[config.mk]
export PLATFORM = sky130hd
export DESIGN_NAME = fc_mvm_par
export DESIGN_NICKNAME = d
export VERILOG_FILES = /design/src/rtl/fc_pkg.sv /design/src/rtl/fc_mac_lane.sv /design/src/rtl/fc_mvm_par.sv
export SDC_FILE = /design/constraint.sdc
export NUM_CORES = 2
export LEC_CHECK = 0
export CAP_MARGIN = 20
export CORE_MARGIN = 2
export CORE_UTILIZATION = 64
export CTS_BUF_LIST = sky130_fd_sc_hd__clkbuf_8 sky130_fd_sc_hd__clkbuf_16
export CTS_CLUSTER_DIAMETER = 50
export DETAILED_ROUTE_END_ITERATION = 8
export PLACE_DENSITY = 0.81
export RECOVER_POWER = 25
export SLEW_MARGIN = 15
export SYNTH_ARGS = -nofsm -noshare
export SYNTH_HDL_FRONTEND = slang
export SYNTH_HIERARCHICAL = 1
export SYNTH_SLANG_ARGS = --single-unit
[constraint.sdc]
create_clock -name clk -period 12.8 [get_ports clk]
set_clock_uncertainty 0.1 [all_clocks]
set_input_delay 1.92 -clock clk [delete_from_list [all_inputs] [get_ports clk]]
set_output_delay 1.92 -clock clk [all_outputs]
set_load 0.02 [all_outputs]
[src/rtl/fc_pkg.sv]
// Shared types and arithmetic helpers for the fully-connected layer engine.
package fc_pkg;

  typedef enum logic [1:0] {
    LOAD_X  = 2'd0,
    COMPUTE = 2'd1,
    DRAIN   = 2'd2
  } fc_state_e;

  // Working width for the clamp/ReLU helpers; accumulators must fit in it.
  localparam int SAT_W = 64;

  // Accumulator width that cannot overflow: full product plus growth over N terms.
  function automatic int acc_width(input int t, input int n);
    return 2 * t + $clog2(n);
  endfunction

  // Clamp a signed value into the signed t-bit range.
  function automatic logic signed [SAT_W-1:0] sat_to(input logic signed [SAT_W-1:0] v,
                                                     input int t);
    logic signed [SAT_W-1:0] hi;
    logic signed [SAT_W-1:0] lo;
    hi = (64'sd1 <<< (t - 1)) - 64'sd1;
    lo = -(64'sd1 <<< (t - 1));
    if (v > hi) return hi;
    if (v < lo) return lo;
    return v;
  endfunction

  // Rectifier: negative values become zero.
  function automatic logic signed [SAT_W-1:0] relu(input logic signed [SAT_W-1:0] v);
    return (v < 0) ? '0 : v;
  endfunction

endpackage

[src/rtl/fc_mac_lane.sv]
// One MAC lane: signed multiply, wide accumulate, then clamp and optional ReLU.
module fc_mac_lane import fc_pkg::*; #(
  parameter int T = 16,
  parameter int N = 8,
  parameter int R = 1
) (
  input  logic                clk,
  input  logic                reset,
  input  logic                clr,
  input  logic                en,
  input  logic signed [T-1:0] w,
  input  logic signed [T-1:0] x,
  output logic signed [T-1:0] result
);

  localparam int AW = acc_width(T, N);

  logic signed [2*T-1:0]   prod;
  logic signed [AW-1:0]    acc;
  logic signed [SAT_W-1:0] acc_wide;
  logic signed [SAT_W-1:0] clamped;

  assign prod = (2 * T)'(w) * (2 * T)'(x);

  // Accumulator: clear has priority over accumulate.
  // NOTE: state updates use non-blocking assignments so every register samples pre-edge values.
  always_ff @(posedge clk or posedge reset) begin
    if (reset)    acc <= '0;
    else if (clr) acc <= '0;
    else if (en)  acc <= acc + AW'(prod);
  end

  // Result path: clamp to T bits, then rectify when ReLU is selected.
  // NOTE: combinational outputs get a default first so no path can infer a latch.
  always_comb begin
    acc_wide = SAT_W'(acc);
    clamped  = sat_to(acc_wide, T);
    if (R != 0) clamped = relu(clamped);
    result = clamped[T-1:0];
  end

endmodule

[src/rtl/fc_mvm_par.sv]
// Fully-connected layer engine: y = f(W*x) with P parallel lanes and writable banked weights.
module fc_mvm_par import fc_pkg::*; #(
  parameter int M = 8,
  parameter int N = 8,
  parameter int T = 16,
  parameter int P = 2,
  parameter int R = 1
) (
  input  logic                     clk,
  input  logic                     reset,
  input  logic                     input_valid,
  output logic                     input_ready,
  input  logic [T-1:0]             input_data,
  output logic                     output_valid,
  input  logic                     output_ready,
  output logic [T-1:0]             output_data,
  input  logic                     w_wr_en,
  input  logic [$clog2(M*N)-1:0]   w_addr,
  input  logic [T-1:0]             w_data,
  output logic                     w_ready
);

  localparam int G     = M / P;
  localparam int DEPTH = G * N;
  localparam int BAW   = (DEPTH > 1) ? $clog2(DEPTH) : 1;
  localparam int GW    = (G > 1) ? $clog2(G) : 1;
  localparam int CW    = $clog2(N + 1);
  localparam int XW    = (N > 1) ? $clog2(N) : 1;
  localparam int PW    = (P > 1) ? $clog2(P) : 1;

  fc_state_e         state;
  logic [XW-1:0]     x_cnt;
  logic [CW-1:0]     col_cnt;
  logic [GW-1:0]     grp;
  logic [PW-1:0]     drain_idx;

  logic signed [T-1:0] x_buf [N];
  logic signed [T-1:0] x_q;
  logic signed [T-1:0] w_mem [P][DEPTH];
  logic signed [T-1:0] w_q [P];
  logic signed [T-1:0] lane_res [P];
  logic signed [T-1:0] out_rf [P];

  logic              accept;
  logic              out_fire;
  logic              lane_clr;
  logic              lane_en;
  logic [XW-1:0]     rd_col;
  logic [BAW-1:0]    rd_addr;
  logic              wr_hit;
  logic [PW-1:0]     wr_bank;
  logic [BAW-1:0]    wr_idx;

  assign accept   = input_valid & input_ready;
  assign out_fire = output_valid & output_ready;
  assign lane_clr = (state != COMPUTE);
  assign lane_en  = (state == COMPUTE) && (col_cnt < CW'(N));

  // Read pointer: the address issued on this edge feeds the MAC on the next edge,
  // so column 0 of the upcoming group is fetched while leaving LOAD_X or DRAIN.
  always_comb begin
    int col_i;
    int grp_i;
    col_i = 0;
    grp_i = int'(grp);
    if (state == COMPUTE && int'(col_cnt) + 1 < N) col_i = int'(col_cnt) + 1;
    if (state == DRAIN) grp_i = (int'(grp) + 1) % G;
    rd_col  = XW'(col_i);
    rd_addr = BAW'(grp_i * N + col_i);
  end

  // Weight write decode: row-major index to (bank = row % P, entry = (row / P) * N + col).
  always_comb begin
    int a;
    int row;
    int col;
    a       = int'(w_addr);
    row     = a / N;
    col     = a % N;
    wr_hit  = w_wr_en && w_ready && (a < M * N);
    wr_bank = PW'(row % P);
    wr_idx  = BAW'((row / P) * N + col);
  end

  // Weight banks: gated write, synchronous one-cycle read per lane.
  // NOTE: memory arrays carry no reset so they map onto RAM; weights persist across reset.
  always_ff @(posedge clk) begin
    for (int p = 0; p < P; p++) begin
      if (wr_hit && int'(wr_bank) == p) w_mem[p][wr_idx] <= w_data;
      w_q[p] <= w_mem[p][rd_addr];
    end
  end

  // x buffer capture and read, with bypass when the element being read arrives on this edge.
  always_ff @(posedge clk) begin
    if (accept) x_buf[x_cnt] <= input_data;
    x_q <= (accept && x_cnt == rd_col) ? input_data : x_buf[rd_col];
  end

  for (genvar p = 0; p < P; p++) begin : g_lane
    fc_mac_lane #(.T(T), .N(N), .R(R)) u_lane (
      .clk    (clk),
      .reset  (reset),
      .clr    (lane_clr),
      .en     (lane_en),
      .w      (w_q[p]),
      .x      (x_q),
      .result (lane_res[p])
    );
  end

  // Control FSM with registered handshake outputs and the output register file.
  always_ff @(posedge clk or posedge reset) begin
    if (reset) begin
      state        <= LOAD_X;
      x_cnt        <= '0;
      col_cnt      <= '0;
      grp          <= '0;
      drain_idx    <= '0;
      input_ready  <= 1'b0;
      w_ready      <= 1'b0;
      output_valid <= 1'b0;
      output_data  <= '0;
      for (int p = 0; p < P; p++) out_rf[p] <= '0;
    end else begin
      unique case (state)
        LOAD_X: begin
          if (accept) begin
            w_ready <= 1'b0;
            if (x_cnt == XW'(N - 1)) begin
              state       <= COMPUTE;
              x_cnt       <= '0;
              col_cnt     <= '0;
              input_ready <= 1'b0;
            end else begin
              x_cnt <= x_cnt + 1'b1;
            end
          end else begin
            input_ready <= 1'b1;
            w_ready     <= (x_cnt == '0);
          end
        end
        COMPUTE: begin
          if (col_cnt == CW'(N)) begin
            state        <= DRAIN;
            drain_idx    <= '0;
            output_valid <= 1'b1;
            output_data  <= lane_res[0];
            for (int p = 0; p < P; p++) out_rf[p] <= lane_res[p];
          end else begin
            col_cnt <= col_cnt + 1'b1;
          end
        end
        DRAIN: begin
          if (out_fire) begin
            if (drain_idx == PW'(P - 1)) begin
              output_valid <= 1'b0;
              drain_idx    <= '0;
              col_cnt      <= '0;
              if (grp == GW'(G - 1)) begin
                state       <= LOAD_X;
                grp         <= '0;
                input_ready <= 1'b1;
                w_ready     <= 1'b1;
              end else begin
                state <= COMPUTE;
                grp   <= grp + 1'b1;
              end
            end else begin
              drain_idx   <= drain_idx + 1'b1;
              output_data <= out_rf[drain_idx + 1'b1];
            end
          end
        end
        default: state <= LOAD_X;
      endcase
    end
  end

endmodule

Word level (Yosys, flattened, before mapping)
Memory sizes are Yosys's and may differ from the RTL's. A register that Yosys moved wholly into a read port is not among the register bits.
Cells that the tools add are included.

storage, ports and cells
  register bits after elaboration = 133
  memories = 3
  output and inout port bits = 19
  logic and storage cells = 161
  bits of input ports = 43
  bits in writable memories = 1,184

memories
  name   words  bits a word  rd ports  clocked after memory_dff  write ports  line              RTL
  w_mem  2      512          2         0                         1            fc_mvm_par.sv:39  logic signed [T-1:0] w_mem [P][DEPTH];
  x_buf  8      16           1         1                         1            fc_mvm_par.sv:37  logic signed [T-1:0] x_buf [N];
  w_q    2      16           2         0                         2            fc_mvm_par.sv:40  logic signed [T-1:0] w_q [P];

cells by class
  multiply operators = 2
  reductions and logical operators = 23
  add/subtract/negate cells = 10
  equal/unequal tests = 15
  magnitude comparators = 12
  multiplexer cells = 77
  bitwise logic cells = 6

operators with widths
  operator              number
  $mux 512              4
  $mux 64               8
  $reduce_or 512->1     1
  $mux 16               13
  $bmux 16 s5           2
  $mux 35               4
  $lt 64x1->1 const B   2
  $demux 16 s5          1
  $add 35x32->35        2
  $gt 35x16->1 const B  2
  $lt 35x16->1 const B  2
  $mul 16x16->32        2
  $lt 32x5->1 const B   1
  $pmux 16 s2           1
  $mux 1                24
  $mux 4                5
  $mux 2                7
  $ge 6x6->1 const B    2
  $ne 2x2->1 const B    6
  $not 5->6             2
  $pmux 4 s3            1
  $reduce_and 4->1      3
  $reduce_and 5->1      2
  $pmux 1 s2            4
  other kinds (30)      44

Depth between registers and ports, before layout
  depth after elaboration = 9
  mapped depth = 28
  depth with buffers taken out = 25

Modules after synthesis
The synthesis kept the hierarchy.

by module, submodules not included
  module                           times used  area each (µm²)  cells an instance  sequential area each (µm²)
  fc_mvm_par                       1           49,757.7         2,964              36,870.4
  fc_mac_lane at g_lane[1].u_lane  1           13,228.9         1,431              875.8
  fc_mac_lane at g_lane[0].u_lane  1           13,171.4         1,402              875.8

Least setup slack after synthesis
Ideal clock, no wire load.

  kind = reg2reg
  start = register with a tool-made name
  end = register g_lane[0].u_lane.acc[31]
  cell stages (with the launch flop) = 26
  data required time = 12,578 ps
  arrival time = 7,251 ps
  clock period less this slack = 7,472 ps
  buffers on the path = 3
  setup time = 122 ps
  path slack = 5,328 ps
  cells stage by stage = dfxtp_1 clkbuf_1 buf_2 mux4_2 mux2_2 inv_1 buf_1 nor2_1 fa_1 fa_1 fa_1 fa_1 fa_1 inv_1 fa_1 inv_1 ha_1 a21o_1 a31oi_1 a21boi_2 o221a_4 a21oi_2 o21ai_2 a311oi_2 or3_1 a32o_1

RTL lines
  element               line               RTL
  end signal, assigned  fc_mac_lane.sv:30  else if (en) acc <= acc + AW'(prod);
  end, declared         fc_mac_lane.sv:19  logic signed [AW-1:0] acc;

==> impl_results.md <==
- Starting DRT DRC Count: 5864
- Final Slew Violations: 901
- RePlAce Congestion: 0.9223
- Top FF cell, synth: edfxtp_1
- Row Count: 126
- Via count: 47930
- DIE AREA: 0.1218 mm2
- Routed WL: 185.5 mm
- Yosys warnings: 6
- Chip width: 349.0 um
- Final #Nets: 6693
- First-pass GRT wire length: between 200 and 300 mm
- Violated checks: capacitance limit, slew limit
- IO buf count: 61
- H-tree depth: 4
- Proportion of layout cells with a drive suffix above 1: 11.13%
- DRC violations left: 0
- Setup-failing EPs final: 0
- Clock slew seen by the registers of the worst setup and hold paths: 60 ps
- Starting density of the core: 64.50%
- Startpoint Class: register
- Max cap viols: 15
- Vias/cell: 6.423
- FMAX: 0.1224 GHz
- Cell variety after synth: 99
- Slew @ Worst Pin: about 3400 ps
- Number of synthesized flops with an enable pin: 1152
- CTS Hold Buffers Added: 0
- Nature of the critical path endpoint: register
- Hold/Removal Path Class: reg -> reg
- GRT Total Usage: 31.16%
- ANT nets after route: 0
- Mapped cell area: 0.07616 mm2
- Clock buffer depth: 3
- Initial antenna violation count: 13
- Final Hold Vio Count: 0
- Core area: ~0.12 mm2
- Clock sink count: ~1300
- Mean Syn Cell Area: 13.14 um2
- FF-to-FF setup slack: about 4600 ps
- Minimum clock period: 8167 ps
- Number of CTS-inserted buffers: 138
- Clk_lat worst skew: 790 ps
- Pre-antenna DRT Iters: 7
- Syn_nets: 6676
- WP data required: around 13000 ps
- RSZ-0062 raised after global routing: false
- Slew headroom: -126.5%
- Critical Path AT: 8630 ps
- Status: complete, but fails checks
- I/O Pins: 62
- Vias in the first global route: 50020
- P&R area growth vs syn: 8.786%
- Total Neg Setup Slack: 0 ps
- Routed len/inst: 24.85 um
- Crit Path Class: reg -> reg
- Die Height: ~350 um
- CP max FO: 86
- Post-CTS Setup Bufs: 0
- Flops & latches, synth: 1320
- CTS tree: built
- Register area share after synthesis: 50.71%
- Crit share post-route: 63.81%
- Syn Inst Count: between 5000 and 6000
- Dpl hpwl: between 100 and 150 mm
- Asr flop ratio synth: approximately a tenth
- Post-CTS Resized: 0
- Largest net degree at the start of global routing: 156
- Remaining Overflow, GRT: 0
- Root buffer cell: clkbuf_16
## placed cells by master (no fill, tap or decap), drive strengths merged, types with 19 or more instances in the layout
master	instances
a21o	66
a21oi	314
a221o	65
a22o	36
a22oi	32
a31oi	74
a32oi	34
and2	323
buf	133
clkbuf	154
clkdlybuf4s50	28
clkinv	52
dfrtp	133
dfxtp	35
edfxtp	1152
fa	620
ha	216
inv	785
mux2	180
mux2i	120
mux4	96
nand2	392
nand3	64
nand3b	41
nand4	19
nor2	256
o211ai	75
o21ai	82
o221ai	67
o311ai	36
xnor2	42
## worst max-delay path, stage by stage, from the launching register on
cell      delay [ps]
dfrtp_1         2020
clkinv_2        1590
ha_4            1130
buf_4            800
buf_4            880
mux2i_1          280
a22o_1           170
a21oi_1           80
a21oi_1          510
a32oi_1          250
## registers in the layout, summed over array words and instances (netlist names), named ones only
| name | flops |
|---|---|
| col_cnt | 4 |
| output_data | 16 |
| w_ready | 1 |
| input_ready | 1 |
| x_buf | 128 |
| out_rf | 32 |
| g_lane.u_lane/acc | 70 |
| w_mem | 1024 |
| state | 2 |
| output_valid | 1 |
| grp | 2 |
| w_q | 32 |
| x_cnt | 3 |
| drain_idx | 1 |
## logic make-up (layout without fill, tap and decap cells)
group	Yosys count	in the layout	share of synthesized area [%]
buffers and inverters	1055	1181	5.430
XOR/XNOR	59	59	0.6884
AND/OR/NAND/NOR	1183	1183	7.608
adder cells (fa/ha/maj)	836	836	19.85
flip-flops	1320	1320	50.71
other	0	3	0
multiplexers	396	396	7.099
AO/OA/AOI/OAI	948	948	8.615
## path summary, 6_finish.rpt
path / to / startpoint / depth (start not counted)
max: w_q[0][31] / col_cnt[0] / 9
min: output_data[5] / output_data[5] / 2
max reg2reg: w_q[0][31] / col_cnt[0] / 9
min reg2reg: output_data[5] / output_data[5] / 2
max in group asynchronous: g_lane[0].u_lane/acc[24] / reset / 3
min in group asynchronous: out_rf[8] / reset / 2
## cell type report
type                            count  area (um2)
Antenna cell                        3       7.507
Clock buffer                      140        3481
Clock inverter                    109        1012
Timing Repair Buffer              192        1499
Sequential cell                  1320       38630
Inverter                          740        2786
Tap cell                         1536        1922
Multi-Input combinational cell   3422       33520
Fill cell                        7501       35230
## stage by stage
stage / worst slack, ps / hold slack [ps] / cell area (um2) / instances / util, %
floorplan: 5328 / 372.8 / 76160 / 5797 / -
global placement: 4555 / 362.0 / 78400 / 7210 / 66.40
detailed placement: 4437 / 369.9 / 78400 / 7210 / 66.40
CTS: 4436 / 382.3 / 82890 / 7459 / 70.20
global route: 4298 / 413.4 / 82850 / 7461 / 70.16
finish: 4633 / 377.0 / 82850 / 7462 / 70.16
## per-layer routing
metal / up-vias / share of wire [%] / GRT usage (%) / wire [um]
met5: - / 0.038 / 0 / 70
met4: 10 / 4.7 / 13.68 / 8629
met3: 587 / 9.6 / 6.084 / 17830
met2: 2808 / 49 / 51.73 / 91060
met1: 24110 / 37 / 40.28 / 67870
li1: 20420 / - / - / -
## synth_stat cells (all sizes together), types with 19 or more instances
cell type	count	area, um2
a21o	66	496.7
a21oi	314	1590
a221o	65	650.6
a22o	36	315.3
a22oi	32	240.2
a31oi	74	462.9
a32oi	34	297.8
and2	323	2023
buf	130	654.4
clkbuf	184	690.7
dfrtp	133	3328
dfxtp	35	700.7
edfxtp	1152	34590
fa	620	12410
ha	216	2703
inv	739	2774
mux2	180	2027
mux2i	120	1217
mux4	96	2162
nand2	392	1474
nand3	64	325.3
nand3b	41	307.8
nand4	19	118.9
nor2	256	960.9
o211ai	75	576.8
o21ai	82	425.4
o221ai	67	586.8
o311ai	36	315.3
xnor2	42	367.9
Power is not shown: default switching activity piles up to over one toggle a cycle in this logic, so the estimate is an artifact.
